`config.mk`:
```
export PLATFORM = sky130hd
export DESIGN_NAME = alu_chain_ctrl
export DESIGN_NICKNAME = d
export VERILOG_FILES = /design/src/rtl/alu_chain_pkg.sv /design/src/rtl/alu_chain_ctrl.sv
export SDC_FILE = /design/constraint.sdc
export NUM_CORES = 1
export LEC_CHECK = 0
export ABC_AREA = 1
export CAP_MARGIN = 20
export CELL_PAD_IN_SITES_DETAIL_PLACEMENT = 0
export CELL_PAD_IN_SITES_GLOBAL_PLACEMENT = 2
export CORE_MARGIN = 10
export CORE_UTILIZATION = 27
export DETAILED_ROUTE_END_ITERATION = 12
export PLACE_DENSITY = 0.81
export SLEW_MARGIN = 20
export SYNTH_ARGS = -nofsm -noshare
export SYNTH_HDL_FRONTEND = slang
export SYNTH_SLANG_ARGS = --single-unit
```
`constraint.sdc`:
```
create_clock -name clk -period 2.5 [get_ports clk]
set_clock_uncertainty 0.1 [all_clocks]
set_input_delay 0.5 -clock clk [delete_from_list [all_inputs] [get_ports clk]]
set_output_delay 0.5 -clock clk [all_outputs]
set_load 0.01 [all_outputs]
```
`src/rtl/alu_chain_pkg.sv`:
```
// Shared types and ALU select codes for the multi-byte ALU sequencer.
package alu_chain_pkg;

    typedef enum logic [1:0] {
        IDLE = 2'd0,
        RUN  = 2'd1,
        DONE = 2'd2
    } state_t;

    typedef enum logic {
        OP_ADD = 1'b0,
        OP_AND = 1'b1
    } op_t;

    localparam logic [2:0] ALU_SEL_ADDC = 3'd0;
    localparam logic [2:0] ALU_SEL_AND  = 3'd7;

    function automatic logic [2:0] alu_sel(input op_t op);
        return (op == OP_AND) ? ALU_SEL_AND : ALU_SEL_ADDC;
    endfunction

endpackage

```
`src/rtl/alu_chain_ctrl.sv`:
```
// Drives an 8-bit ALU one byte per cycle (LSB first), chaining carry between
// bytes, and assembles a registered WIDTH-bit result with aggregate flags.
module alu_chain_ctrl
    import alu_chain_pkg::*;
#(
    parameter int BYTES = 4,
    parameter int WIDTH = 8 * BYTES
) (
    input  logic             clk,
    input  logic             rst_n,
    input  logic             start,
    input  logic             op,
    input  logic             cin,
    input  logic [WIDTH-1:0] opa,
    input  logic [WIDTH-1:0] opb,
    output logic             busy,
    output logic             done,
    output logic [WIDTH-1:0] result,
    output logic             res_co,
    output logic             res_ov,
    output logic             res_z,
    output logic             res_neg,
    output logic [7:0]       alu_a,
    output logic [7:0]       alu_b,
    output logic [2:0]       alu_s,
    output logic [2:0]       alu_n,
    output logic             alu_ci,
    input  logic [7:0]       alu_w,
    input  logic             alu_co,
    input  logic             alu_ov
);

    localparam int                IDX_W    = (BYTES > 1) ? $clog2(BYTES) : 1;
    localparam logic [IDX_W-1:0]  LAST_IDX = IDX_W'(BYTES - 1);

    state_t           r_state;
    op_t              r_op;
    logic [IDX_W-1:0] r_idx;
    logic             r_carry;
    logic             r_zacc;
    logic [WIDTH-1:0] r_opa;
    logic [WIDTH-1:0] r_opb;
    logic [WIDTH-1:0] r_result;
    logic             r_co;
    logic             r_ov;
    logic             r_z;
    logic             r_neg;
    logic             r_busy;
    logic             r_done;

    logic             w_run;
    logic             w_add;
    logic             w_last;
    logic             w_wzero;
    logic [7:0]       w_a_byte;
    logic [7:0]       w_b_byte;

    assign w_run    = (r_state == RUN);
    assign w_add    = (r_op == OP_ADD);
    assign w_last   = (r_idx == LAST_IDX);
    assign w_wzero  = (alu_w == 8'h00);
    assign w_a_byte = r_opa[{r_idx, 3'b000} +: 8];
    assign w_b_byte = r_opb[{r_idx, 3'b000} +: 8];

    // ALU drive is forced to zero outside RUN so the shared ALU sees a quiet bus.
    assign alu_a  = w_run ? w_a_byte : 8'h00;
    assign alu_b  = w_run ? w_b_byte : 8'h00;
    assign alu_s  = w_run ? alu_sel(r_op) : 3'd0;
    assign alu_n  = 3'd0;
    assign alu_ci = w_run & w_add & r_carry;

    assign busy    = r_busy;
    assign done    = r_done;
    assign result  = r_result;
    assign res_co  = r_co;
    assign res_ov  = r_ov;
    assign res_z   = r_z;
    assign res_neg = r_neg;

    always_ff @(posedge clk or negedge rst_n) begin
        if (!rst_n) begin
            r_state  <= IDLE;
            r_op     <= OP_ADD;
            r_idx    <= '0;
            r_carry  <= 1'b0;
            r_zacc   <= 1'b1;
            r_opa    <= '0;
            r_opb    <= '0;
            r_result <= '0;
            r_co     <= 1'b0;
            r_ov     <= 1'b0;
            r_z      <= 1'b0;
            r_neg    <= 1'b0;
            r_busy   <= 1'b0;
            r_done   <= 1'b0;
        end else begin
            r_done <= 1'b0;
            case (r_state)
                IDLE: begin
                    if (start) begin
                        r_opa   <= opa;
                        r_opb   <= opb;
                        r_op    <= op_t'(op);
                        r_carry <= cin & ~op;
                        r_idx   <= '0;
                        r_zacc  <= 1'b1;
                        r_busy  <= 1'b1;
                        r_state <= RUN;
                    end
                end
                RUN: begin
                    r_result[{r_idx, 3'b000} +: 8] <= alu_w;
                    r_carry <= w_add & alu_co;
                    r_zacc  <= r_zacc & w_wzero;
                    r_idx   <= r_idx + 1'b1;
                    // Top byte: the final carry is reported, never fed back to byte 0.
                    if (w_last) begin
                        r_co    <= w_add & alu_co;
                        r_ov    <= w_add & alu_ov;
                        r_z     <= r_zacc & w_wzero;
                        r_neg   <= alu_w[7];
                        r_busy  <= 1'b0;
                        r_done  <= 1'b1;
                        r_state <= DONE;
                    end
                end
                DONE: begin
                    r_state <= IDLE;
                end
                default: begin
                    r_state <= IDLE;
                end
            endcase
        end
    end

endmodule

```
==> results of run 1 <==
## sequential cells by signal, summed over array words and instances (netlist names), 2 cells and up
register,count
r_idx,2
r_opa,32
r_opb,32
r_state,2
result,32
## through the flow
stage                     area, um^2  std cells  worst slack, ps  utilization [%]
after global placement          6750       1008            265.5            35.97
final                           7091       1025            132.2            37.78
after detailed placement        6750       1008            238.4            35.97
after floorplan                 5169        661            767.2                -
after global routing            7091       1025            20.01            37.78
after CTS                       7088       1025            28.39            37.77
## worst max path at each step
stage	from	end	slack, ps	depth (start not counted)
2_1_floorplan	r_idx[0]	result[24]	770	9
3_3_place_gp	r_idx[0]	alu_a[2]	270	6
3_5_place_dp	r_idx[0]	alu_a[5]	240	5
4_1_cts	r_state[1]	alu_s[0]	30	4
5_1_grt	r_state[1]	alu_s[0]	20	4
6_report	r_state[1]	alu_s[0]	130	4
## final cells by class
type	count	area share, %
sequential	109	38.50
multi-input combinational	448	27.72
timing repair buffer	148	21.09
tap	234	4.129
inverter	70	3.776
clock buffer	9	3.176
clock inverter	7	1.606
## critical path: cells and delay by family (launching register included)
| family | cells | cell delay (ps) |
|---|---|---|
| buffers and inverters | 2 | 660 |
| AND/OR/NAND/NOR | 2 | 360 |
| flip-flops | 1 | 380 |
## placed cells by master (no fill, tap or decap), types with 5 or more instances in the layout
master	count
a21oi_1	16
buf_12	5
buf_4	7
clkbuf_16	9
clkdlybuf4s50_1	119
dfrtp_1	107
dlygate4sd2_1	16
ha_1	5
inv_1	66
nand2_1	271
nand2_2	12
nand3_1	30
nor2_1	48
o21ai_0	14
o21ai_1	30
o21ai_2	10
## cells by family after synthesis
| group | Yosys count | synth area share, % |
|---|---|---|
| and+or+nand+nor | 369 | 28.87 |
| other | 1 | 0.07266 |
| buffers and inverters | 104 | 9.333 |
| AOI/OAI and AO/OA | 71 | 7.636 |
| adders and majority gates | 5 | 1.212 |
| DFF | 109 | 52.87 |
## where the power goes
part / leakage, nW / internal, mW / switching, mW / total (mW)
Sequential: 1.39 / 2.58 / 0.359 / 2.94
Combinational: 1.98 / 1.78 / 2.45 / 4.24
Clock: 0.169 / 0.976 / 0.653 / 1.63
Total: 3.53 / 5.34 / 3.47 / 8.81
## metal layers
layer | part of all wire (%) | up-vias
li1 | - | 2245
met1 | 47 | 2028
met2 | 45 | 116
met3 | 7.0 | 12
met4 | 0.93 | 0
met5 | 0 | -
## what timing repair did
item,CTS,global route
gates resized for setup,19,1
cloned,0,0
buffers inserted,1,0
pin swaps,0,0
endpoints found under the setup margin,20,3
==> summary.txt, run 1 <==
Die
  • Io pins: 140
  • Die X: 158.3 um
  • Initial Util: 27.50%
  • Chip height: 158.3 um
  • Core area: 18770 um^2
  • Total die area: 25050 um^2
  • FP Rows: 50

Place
  • IO Port Bufs: 136
  • Dpl hpwl: 11310 um
  • GPL Wtd Cong: 0.8154

Synth
  • Top FF cell, synth: dfrtp_1
  • Avg Cell Area, Syn: 7.832 um^2
  • Top cells by count, synth: nand2_1 (271), dfrtp_1 (108), inv_1 (66)
  • Synth Register Bits: 109
  • Post-synth EDFFs: 0
  • Netlist cell types: 25
  • Ys async rst share: 100.0%
  • Synth Instances: 659
  • Netlist Area Pre-Place: 5161 um^2
  • Top cell type's share of synthesized area: 52.36%
  • Synth warn: 0
  • Area leader, netlist: dfrtp_1
  • Area contributors post-synth: dfrtp_1 (52%), nand2_1 (20%), inv_1 (4.8%)
  • Seq/Total Area, Yosys: 52.87%
  • Count leader, synth: nand2_1

Timing
  • Crit path time final: 2368 ps
  • Hold slack: 16.36 ps
  • Worst-Margin Slew: 513.8 ps
  • Slew HR: 65.75%
  • RSZ-0062 raised after global routing: false
  • Tcrit/Tclk final: 94.71%
  • Setup total negative slack: 0 ps
  • Fin. Hold Viols: 0
  • Achievable frequency: 422.3 MHz
  • Slew Limit Fails: 0
  • Setup violators final: 0

Drt
  • DRC viols: 0
  • Post-DR wirelength/cell: 14.76 um
  • Iteration-0 DRC Markers: 229
  • Routed Antenna Nets: 0
  • Via count: 4401
  • Drt total wl: 15130 um
  • Pre-antenna DRT Iters: 4
  • Via density: 4.294

Setup path
  • Worst r2r path cells: 8
  • Crit Reg-Reg Endpoint: result[26]
  • Reg2reg start: r_idx[0]
  • Arrival @ worst endpoint: 1770 ps
  • CP Cell Sequence: inv_1 > nand2_4 > nor2_2 > clkdlybuf4s50_1
  • R2r setup slk: 470 ps
  • Critical Path Sink Type: output port
  • Max FO, Critical Path: 23
  • Worst path required time: 1900 ps
  • Critical path startpoint category: register
  • Crit Path Category: register to output port
  • CP max stage cell: clkdlybuf4s50_1
  • Crit-path max cell delay: 570 ps

Clock network
  • Clock sinks: 109
  • Root buffer cell: clkbuf_16
  • Clk_lat worst skew: 350 ps
  • CTS tree: yes
  • H-Tree Depth: 3
  • Longest Clk Path Bufs: 2
  • CTS buffer count: 9
  • CTS clk-pin slew, worst paths: 70 ps
  • Post-CTS Hold Buffers: 0

Layout
  • Nets: 870
  • Fill cells: 1966
  • Share of layout cells above drive strength 1: 8.091%
  • Area grow syn2layout: 37.38%
  • Multi-input logic area: 1966 um^2
  • # diodes: 0
  • Register area: 2730 um^2

Global routing
  • Met1 usage: 15.96%
  • Initial antenna violation count: 0
  • Pin count of the biggest net entering global routing: 62
  • Met3 usage: 3.778%
  • Overall global routing resource usage: 12.20%
  • Grt total ovfl: 0
  • Most Used Layer, Global Route: met2
  • Vias in the first global route: 4575
  • Global-route wire length before repair: 24130 um
  • Met2 usage: 18.76%

Power and ir drop
  • Pwr Total: 8.810 mW
  • Power Density: 1242 nW/um^2
  • Pleak: 3.534 nW
  • Worst VDD drop: 0.4493 mV

Job
  • MaxCap Viol Count: 0

Status
  • Status: finished clean

Min path
  • Min-delay worst type: input port to async pin
Note: power is estimated with default switching activity, not from simulation.
==> run 2, diff against run 1 <==
PLACE_DENSITY = 0.84   (was 0.81)
==> run 2 against run 1 <==
  * Combinational power about the same
  * Design area fell by 0.23%
  * Global-route usage increased by 0.074 points
  * Cell count rose by 0.20%
  * First-iteration DRC count grew 1.3%
  * Wire length is essentially flat
  * Critical path depth did not move
  * Core utilization is 0.087 points lower
  * Hold slack gained 50 ps
  * Register-to-register slack worse by 110 ps
  * Via count down 1.0%
==> summary.txt, run 2 (synthesized netlist as in run 1, its figures left out) <==
Drt
  • Routed Antenna Nets: 0
  • Drt total wl: 15130 um
  • Iteration-0 DRC Markers: 232
  • Pre-antenna DRT Iters: 4
  • DRC viols: 0
  • Highest metal layer with signal wires: met5
  • Metal3 WL: 1138 um
  • Via count: 4355
  • Post-DR wirelength/cell: 14.74 um
  • Met1 WL: 7089 um
  • Via density: 4.241
  • Met2 wire length: 6645 um

Die
  • Core area: 18770 um^2
  • Total die area: 25050 um^2
  • FP Rows: 50
  • Io pins: 140
  • Die X: 158.3 um
  • Chip height: 158.3 um
  • Initial Util: 27.50%

Power and ir drop
  • Worst VDD drop: 0.3685 mV
  • Pwr Total: 8.714 mW
  • Pleak: 3.528 nW
  • Power Density: 1232 nW/um^2

Clock network
  • Clock sinks: 109
  • CTS buffer count: 9
  • H-Tree Depth: 3
  • Root buffer cell: clkbuf_16
  • Number of setup buffers added after CTS: 0
  • Post-CTS Hold Buffers: 0
  • CTS clk-pin slew, worst paths: 70 ps
  • Clk_lat worst skew: 340 ps
  • Longest Clk Path Bufs: 2
  • CTS resizes: 18
  • CTS tree: yes

Setup path
  • Critical Path Sink Type: output port
  • Max FO, Critical Path: 22
  • Arrival @ worst endpoint: 1820 ps
  • Kind of cell adding the most delay to the critical path: buffers and inverters
  • Critical path startpoint category: register
  • Worst path required time: 1900 ps
  • Crit Path Category: register to output port
  • Reg2reg start: r_idx[0]
  • Critical path origin: r_state[1]
  • Crit-path max cell delay: 590 ps
  • CP Cell Sequence: inv_1 > nand2_4 > nor2_1 > clkdlybuf4s50_1
  • CP max stage cell: clkdlybuf4s50_1
  • Crit path buffers/inverters: 2

Layout
  • Area grow syn2layout: 37.07%
  • Most frequent cells in the layout: nand2_1 (271), clkdlybuf4s50_1 (119), dfrtp_1 (107)
  • Core Util, Final: 37.69%
  • Share of layout cells above drive strength 1: 8.197%
  • Non-filler instance count after layout: 1027
  • Final instance area: 7074 um^2
  • Commonest non-fill, non-tap cell in the layout: nand2_1
  • Fill cells: 2009
  • Nets: 872
  • # diodes: 0

Place
  • Worst slack, placed: 245.6 ps
  • Dpl cell area: 6760 um^2
  • Placed cell count: 1011
  • IO Port Bufs: 136
  • Dpl hpwl: 11210 um
  • GPL Wtd Cong: 0.7591

Global routing
  • Global-route wire length before repair: 24160 um
  • Vias in the first global route: 4563
  • Initial antenna violation count: 1
  • Grt total ovfl: 0
  • Pin count of the biggest net entering global routing: 47
  • Overall global routing resource usage: 12.28%

Job
  • MaxCap Viol Count: 0

Timing
  • Achievable frequency: 413.5 MHz
  • Hold slack: 66.31 ps
  • Slew HR: 58.62%
  • RSZ-0062 raised after global routing: false
  • Fin. Hold Viols: 0
  • Worst-Margin Slew: 620.7 ps
  • Crit path time final: 2418 ps
  • Setup violators final: 0
  • Slew Limit Fails: 0
  • Post-route setup slack: 81.58 ps
  • Setup total negative slack: 0 ps
  • Tcrit/Tclk final: 96.74%

Status
  • Status: finished clean

Min path
  • Min-delay worst type: input port to async pin
run 2: area by class of cell:
type                            instances  area [um^2]  area share, %
Sequential cell                       109         2730          38.59
Timing Repair Buffer                  150         1498          21.17
Tap cell                              234        292.8          4.139
Inverter                               70        265.3          3.750
Multi-Input combinational cell        448         1963          27.75
Clock inverter                          6        86.33          1.220
Clock buffer                           10        239.0          3.378
run 2: power breakdown:
part / switching (mW) / internal, mW / leakage (nW) / total (mW)
logic: 2.46 / 1.76 / 1.98 / 4.22
registers: 0.351 / 2.58 / 1.39 / 2.93
clock network: 0.652 / 0.904 / 0.158 / 1.56
total: 3.46 / 5.25 / 3.53 / 8.71
run 2: path summary, 6_finish.rpt:
kind / end / slack [ps] / cells after the start
max: alu_s[1] / 80 / 4
min in group clk: r_opb[17] / 380 / 2
max in group asynchronous: r_opa[20] / 1540 / 2
max reg2reg: result[26] / 360 / 8
min reg2reg: r_opb[17] / 380 / 2
min: r_opb[26] / 70 / 1
run 2: worst reg2reg max path: stages (launching register included):
cell and delay, ps:
dfrtp_2 440, inv_2 300, buf_4 270, ha_1 280, inv_1 120, nand2_1 70
nor2_2 320, nand2_1 110, nand2_1 80
run 2: routing by layer:
metal	track usage, %	vias to the layer above
li1	-	2253
met1	16.36	1974
met2	18.28	112
met3	3.886	14
met4	4.367	2
met5	0	-
